[src/rtl/instruction_memory_pkg.sv]
// Shared CPU package: widths and defaults used by the fetch path and its memories.
package instruction_memory_pkg;

  // One instruction is three bytes, fetched big-endian.
  localparam int INSTR_W         = 24;
  localparam int BYTE_W          = 8;
  localparam int PC_W            = 24;
  localparam int BYTES_PER_INSTR = INSTR_W / BYTE_W;

  // Default program memory size in bytes.
  localparam int DEFAULT_DEPTH   = 256;

endpackage : instruction_memory_pkg

[src/rtl/instruction_memory.sv]
// Byte-addressed program memory with a zero-latency, three-byte instruction
// fetch port and a one-byte-per-cycle load port.
//
// Fetch bytes whose address lies at or beyond DEPTH read as zero. Addresses
// are extended to PC_W+1 bits before the +1/+2 offsets, so a PC near the top
// of the 24-bit space never wraps around into low memory.
module instruction_memory
  import instruction_memory_pkg::*;
#(
  parameter int DEPTH = DEFAULT_DEPTH,
  parameter int AW    = 8
) (
  input  logic               clk,
  input  logic               rst_n,
  input  logic [PC_W-1:0]    PC,
  output logic [INSTR_W-1:0] Instruction,
  input  logic               load_en,
  input  logic [AW-1:0]      load_addr,
  input  logic [BYTE_W-1:0]  load_data
);

  localparam int            FETCH_AW  = PC_W + 1;
  localparam logic [FETCH_AW-1:0] DEPTH_EXT = FETCH_AW'(DEPTH);

  logic [BYTE_W-1:0] mem_q [DEPTH];

  // Returns the byte at a fetch address, or zero when it falls outside the array.
  function automatic logic [BYTE_W-1:0] fetch_byte(input logic [FETCH_AW-1:0] addr);
    if (addr < DEPTH_EXT) begin
      return mem_q[addr[AW-1:0]];
    end
    return '0;
  endfunction

  // Program load port; an asserted reset wipes the whole program.
  // NOTE: the array is reset element by element because every byte must read
  // as zero the instant rst_n falls; this forces flops rather than a RAM macro.
  // NOTE: state is updated with non-blocking assignments so fetch logic and
  // any other clocked reader see the pre-edge value during the edge.
  always_ff @(posedge clk or negedge rst_n) begin
    if (!rst_n) begin
      for (int i = 0; i < DEPTH; i++) begin
        mem_q[i] <= '0;
      end
    end else if (load_en) begin
      mem_q[load_addr] <= load_data;
    end
  end

  // Combinational fetch: mem[PC] lands in the top byte, mem[PC+2] in the bottom.
  // NOTE: Instruction gets a default before the loop so no path leaves it
  // unassigned and no latch is inferred.
  always_comb begin
    logic [FETCH_AW-1:0] base;
    base        = {1'b0, PC};
    Instruction = '0;
    for (int i = 0; i < BYTES_PER_INSTR; i++) begin
      Instruction[INSTR_W-1-i*BYTE_W -: BYTE_W] = fetch_byte(base + FETCH_AW'(i));
    end
  end

endmodule : instruction_memory

[config.mk]
export PLATFORM = sky130hd
export DESIGN_NAME = instruction_memory
export DESIGN_NICKNAME = d
export VERILOG_FILES = /design/src/rtl/instruction_memory_pkg.sv /design/src/rtl/instruction_memory.sv
export SDC_FILE = /design/constraint.sdc
export NUM_CORES = 2
export LEC_CHECK = 0
export ABC_AREA = 0
export CORE_MARGIN = 2
export CORE_UTILIZATION = 65
export DETAILED_ROUTE_END_ITERATION = 7
export GPL_ROUTABILITY_DRIVEN = 1
export HOLD_SLACK_MARGIN = 0.03
export PLACE_DENSITY = 0.81
export SLEW_MARGIN = 10
export SYNTH_ARGS = -nofsm -noshare
export SYNTH_HDL_FRONTEND = slang
export SYNTH_SLANG_ARGS = --single-unit
[constraint.sdc]
create_clock -name clk -period 10.8 [get_ports clk]
set_input_delay 2.16 -clock clk [delete_from_list [all_inputs] [get_ports clk]]
set_output_delay 2.16 -clock clk [all_outputs]
set_load 0.005 [all_outputs]
### Yosys cells after proc, flatten, opt, wreduce, memory -nomap -nowiden

Cells that the tools add are included.

* $add $sub $neg: 2
* order comparisons: 8
* mux-type cells: 21
* bitwise gates (word level): 4
* reductions and logical operators: 1

Operators with widths (number)
* bitwise mux 2048 bit: 1
* binary-select mux 8 bit (select 8 bit): 3
* 2-to-1 mux 8 bit: 13
* demux 8 bit (select 8 bit): 1
* < comparator 25 x 9 -> 1 bit, second input constant: 2
* greater-or-equal comparator 9 bit, second input constant: 4
* NOT 8 -> 9 bit: 4
* adder 24 x 1 -> 25 bit, second input constant: 1
* adder 24 x 2 -> 25 bit, second input constant: 1
* < comparator 24 x 9 -> 1 bit, second input constant: 1
* < comparator 9 x 1 -> 1 bit, second input constant: 1
* 2-to-1 mux 1 bit: 3
* logical AND 1 bit: 1

* bits in registers: 2048
* bits of input ports: 43
* output and inout port bits: 24
* logic and storage cells: 292

### Logic depth before layout (Yosys ltp)

* depth in word-level cells: 7
* depth in mapped cells: 14
* mapped depth without buffers: 9

### Least setup slack after synthesis

No wires, ideal clock.

* kind: input -> output
* start point: input PC[1]
* end point: output Instruction[7]
* data arrival time: 4836 ps
* data required time: 8640 ps
* path slack: 3804 ps
* cell stages on the path: 11
* cells stage by stage: ha_1 clkbuf_1 buf_2 buf_2 buf_2 buf_2 mux4_2 mux2i_1 o221ai_1 a311o_1 a32o_1

* cells in the longest elaborated chain, start to end: 7

Ends and longest elaborated chain
* start: declaration: RTL line instruction_memory.sv:15 `input logic [PC_W-1:0] PC,`
* adder 24 x 2 -> 25 bit (*): RTL line instruction_memory.sv:58 `Instruction[INSTR_W-1-i*BYTE_W -: BYTE_W] = fetch_byte(base + FETCH_AW'(i));`
* NOT 8 -> 9 bit (implied by the code): RTL line instruction_memory.sv:30 `return mem_q[addr[AW-1:0]];`
* binary-select mux 8 bit (select 8 bit): RTL line instruction_memory.sv:30
* 2-to-1 mux 8 bit (implied by the code) (2 in series): RTL line instruction_memory.sv:30
* 2-to-1 mux 8 bit: RTL line instruction_memory.sv:29 `if (addr < DEPTH_EXT) begin`
* 2-to-1 mux 8 bit (*): RTL line instruction_memory.sv:32 `return '0;`
* end: declaration: RTL line instruction_memory.sv:16 `output logic [INSTR_W-1:0] Instruction,`

Mark *: on every way between the ends. The rest lies on a longest branch, timed or not. The select of a mux whose other input is x is not followed.

### Final worst setup path

* start point: input PC[4]
* end point: output Instruction[15]

* cells in the longest elaborated chain, start to end: 7

Ends and longest elaborated chain (RTL line)
* adder 24 x 1 -> 25 bit (*): instruction_memory.sv:58
* NOT 8 -> 9 bit (implied by the code): instruction_memory.sv:30
* binary-select mux 8 bit (select 8 bit): instruction_memory.sv:30
* 2-to-1 mux 8 bit (implied by the code) (2 in series): instruction_memory.sv:30
* 2-to-1 mux 8 bit: instruction_memory.sv:29
* 2-to-1 mux 8 bit (*): instruction_memory.sv:32

Marked as above.

==> key figures <==
Logic synthesis
  • Synth cell count leaders: 2059 x sky130_fd_sc_hd__mux2_2, 2048 x sky130_fd_sc_hd__dfrtp_1, 1600 x sky130_fd_sc_hd__mux4_2
  • Net count after synthesis: 8880
  • Number of distinct standard cells referenced by the synthesized netlist: 76
  • Top-area cell type share of the netlist area: 40.2%
  • Most common cell in the synthesized netlist: sky130_fd_sc_hd__mux2_2
  • Synthesized area per cell: 14.4 µm²
  • Mapped Cells: 8835
  • Ranking of synthesized cells by area: sky130_fd_sc_hd__dfrtp_1 40%, sky130_fd_sc_hd__mux4_2 28%, sky130_fd_sc_hd__mux2_2 18%
  • Most used flip-flop cell after synthesis: sky130_fd_sc_hd__dfrtp_1
  • Post-synthesis sequential area ratio: 40.2%
  • Count of synthesis-stage warnings from yosys: 0
  • Asr flop ratio synth: 100%
  • Yosys reg bits: 2048
  • Cell type with the largest total area after synthesis: sky130_fd_sc_hd__dfrtp_1
  • Summed instance area of the synthesized netlist: 127000 µm²
  • Post-synth EDFFs: 0

Cells and area
  • Post-layout net count: 8570
  • Utilization of the core after routing: 70.9%
  • Largest reg by FF count: mem_q
  • Combined area of the multi-input logic cells: 72700 µm²
  • Post-route insts no fill: 11400
  • Registers with the most flip-flops: mem_q (2048)
  • Final standard cell area without fillers: 138000 µm²
  • Layout fillers: 12400
  • Max reg flops: 2048
  • Fraction of layout cells with a size suffix above 1: 49.9%
  • Synth-to-layout area growth: 8.45%
  • Area taken by flip-flops and latches: 51200 µm²

Timing
  • Final period utilization: 95.9%
  • Number of max-slew violations in the final report: 18
  • RSZ-0062 raised after global routing: false
  • Least-Margin Pin Slew: 1.56 ns
  • Maximum clock skew at final layout: 0 ns
  • Total count of hold-check failures in the final report: 0
  • Normalized max-slew margin: -4.12%
  • Worst Hold Slack: 0.548 ns
  • Min setup slack post-route: 0.441 ns
  • Maximum achievable frequency: 96.5 MHz
  • Sum of negative setup slack: 0 ns
  • Number of failing setup endpoints in the final timing report: 0
  • Clock period minus worst slack: 10.36 ns

Clock tree
  • Htree depth: 4
  • CTS root buf: sky130_fd_sc_hd__clkbuf_16
  • Clock tree from TritonCTS: built
  • Number of gates given a new drive strength after cts: 0
  • Clock latency on the worst-skew pair: 0.91 ns
  • Reg clk slew, reported paths: 0.06 ns
  • Maximum count of clock buffers along a single path: 3
  • Total CTS buffers: 214
  • Number of hold buffers added after cts: 0
  • Post-CTS setup buffers: 0
  • Clock sink count: 2048

Place
  • Placer Congestion: 1.05
  • Cell count after placement: 10900
  • Dpl hpwl: 299000 µm
  • Setup WS pre-CTS: 1.19 ns
  • Input/output buffers: 66
  • Standard cell area after detailed placement: 130000 µm²

Route
  • Mean routed wirelength per cell: 41.0 µm
  • DRC marker count from the first detailed-route iteration: 15700
  • Final routed wirelength across all metal layers: 467000 µm
  • Iteration count of the initial detailed-routing pass: 8
  • Via count: 93800
  • Vias per std cell: 8.25
  • Number of remaining DRC errors: 2
  • Post-route antenna net violation count: 0

Floorplanning
  • Total number of placement rows: 162
  • Core Box Area: 195000 µm²
  • Total die area: 199000 µm²
  • Horizontal die dimension: 447 µm
  • Starting density of the core: 65.4%
  • Number of top-level design ports: 67
  • Vertical die dimension: 447 µm

Critical path
  • Category of the worst setup path capture point: primary output
  • Worst EP required: 8.64 ns
  • Worst path arrival time: 8.20 ns
  • Startpoint class of the critical path: input port
  • Type of the worst setup path: input port to primary output
  • Capture instance of the worst register-to-register path: mem_q[807]
  • Number of cells on the worst reg-to-reg path: 1
  • Worst reg-to-reg setup slack: 9.94 ns
  • Top fanout value on the critical path: 21
  • Startpoint of the worst register-to-register path: mem_q[807]

GRT
  • Via count of the first global-routing pass: 92000
  • All-layer global routing usage: 47.4%
  • Number of antenna violations at the first check in global routing: 53
  • Maximum number of pins on one net before global-route repair: 184
  • Total grt overflow: 0
  • First-pass GRT wire length: 673000 µm

Worst hold path
  • WHS Endpoint: mem_q[578]
  • Worst min-delay path category: flip-flop to flip-flop
  • Hold path startpoint: mem_q[578]
  • Hold path cells: 1

Pwr
  • Total power after layout: 19.7 mW
  • Leak: 59.4 nW
  • IR Drop Worst-Case VDD: 0.000192 V
  • Total power density per cell area: 143 nW/µm²

Flow run
  • Max capacitance violation total: 3

Status
  • Failing checks: DRC, capacitance limit, slew limit
  • Outcome: finished with violations
per-layer routing:
layer	up-vias	wire (µm)	track usage [%]
li1	34400	-	-
met1	48400	151000	59.2
met2	8573	195000	64.2
met3	2376	76400	22.8
met4	50	44200	34.9
met5	-	345	0.611
cells in the final DEF (no fill, tap or decap), drive strengths merged, types with 39 or more instances in the layout:
| master | synthesis | routed |
|---|---|---|
| mux2 | 2059 | 2059 |
| nand3 | 285 | 285 |
| mux4 | 1602 | 1602 |
| clkbuf | 416 | 314 |
| clkdlybuf4s50 | 0 | 50 |
| nor3 | 39 | 39 |
| a21oi | 79 | 79 |
| mux2i | 294 | 294 |
| a31oi | 62 | 62 |
| dfrtp | 2048 | 2048 |
| nor2 | 249 | 249 |
| o21ai | 105 | 105 |
| nand2 | 722 | 722 |
| o22ai | 43 | 43 |
| clkinv | 0 | 46 |
| buf | 422 | 261 |
| diode | 0 | 42 |
worst max-delay path, cell delays in order:
cell and delay (ns):
sky130_fd_sc_hd__buf_2 0.59, sky130_fd_sc_hd__clkinv_2 0.57, sky130_fd_sc_hd__xnor2_2 0.39, sky130_fd_sc_hd__nand2_2 0.94
sky130_fd_sc_hd__a31oi_1 0.16, sky130_fd_sc_hd__nor3_1 1.00, sky130_fd_sc_hd__a21oi_1 0.17, sky130_fd_sc_hd__o2111a_1 0.41
sky130_fd_sc_hd__nor4_2 1.01, sky130_fd_sc_hd__clkdlybuf4s50_1 0.70
layout make-up:
cell class	count	area share, %
multi-input cells	5944	52.6
flip-flops and latches	2048	37.1
clock buffers	313	4.56
well taps	2624	2.38
repair buffers	312	2.31
clock inverters	88	0.920
diodes	42	0.0761
inverters	5	0.0163
how the worst max path moves through the flow:
stage                     start         endpoint  cells after the start
after floorplan           PC[1]   Instruction[7]                     11
after global placement    PC[4]   Instruction[9]                     12
after detailed placement  PC[0]   Instruction[9]                     13
after CTS                 PC[0]   Instruction[9]                     13
after global routing      PC[0]  Instruction[11]                     12
final                     PC[4]  Instruction[15]                     10
power breakdown:
group	internal [mW]	switching [mW]	total, mW
Clock	4.67	3.35	8.02
Sequential	8.04	0.391	8.43
Combinational	1.35	1.91	3.25
Total	14.1	5.65	19.7
kinds of logic (layout without fill, tap and decap cells):
group           count (synthesis)  in the layout  share of synthesized area (%)
fa+ha+maj                       2              2                         0.0196
flops                        2048           2048                           40.2
compound gates                526            526                           2.84
mux                          3955           3955                           48.9
xor+xnor                       24             24                          0.171
other cells                     0             42                              0
buf+inv                       843            718                           2.99
simple gates                 1437           1437                           4.88
Power figures use the tool's default switching activity.
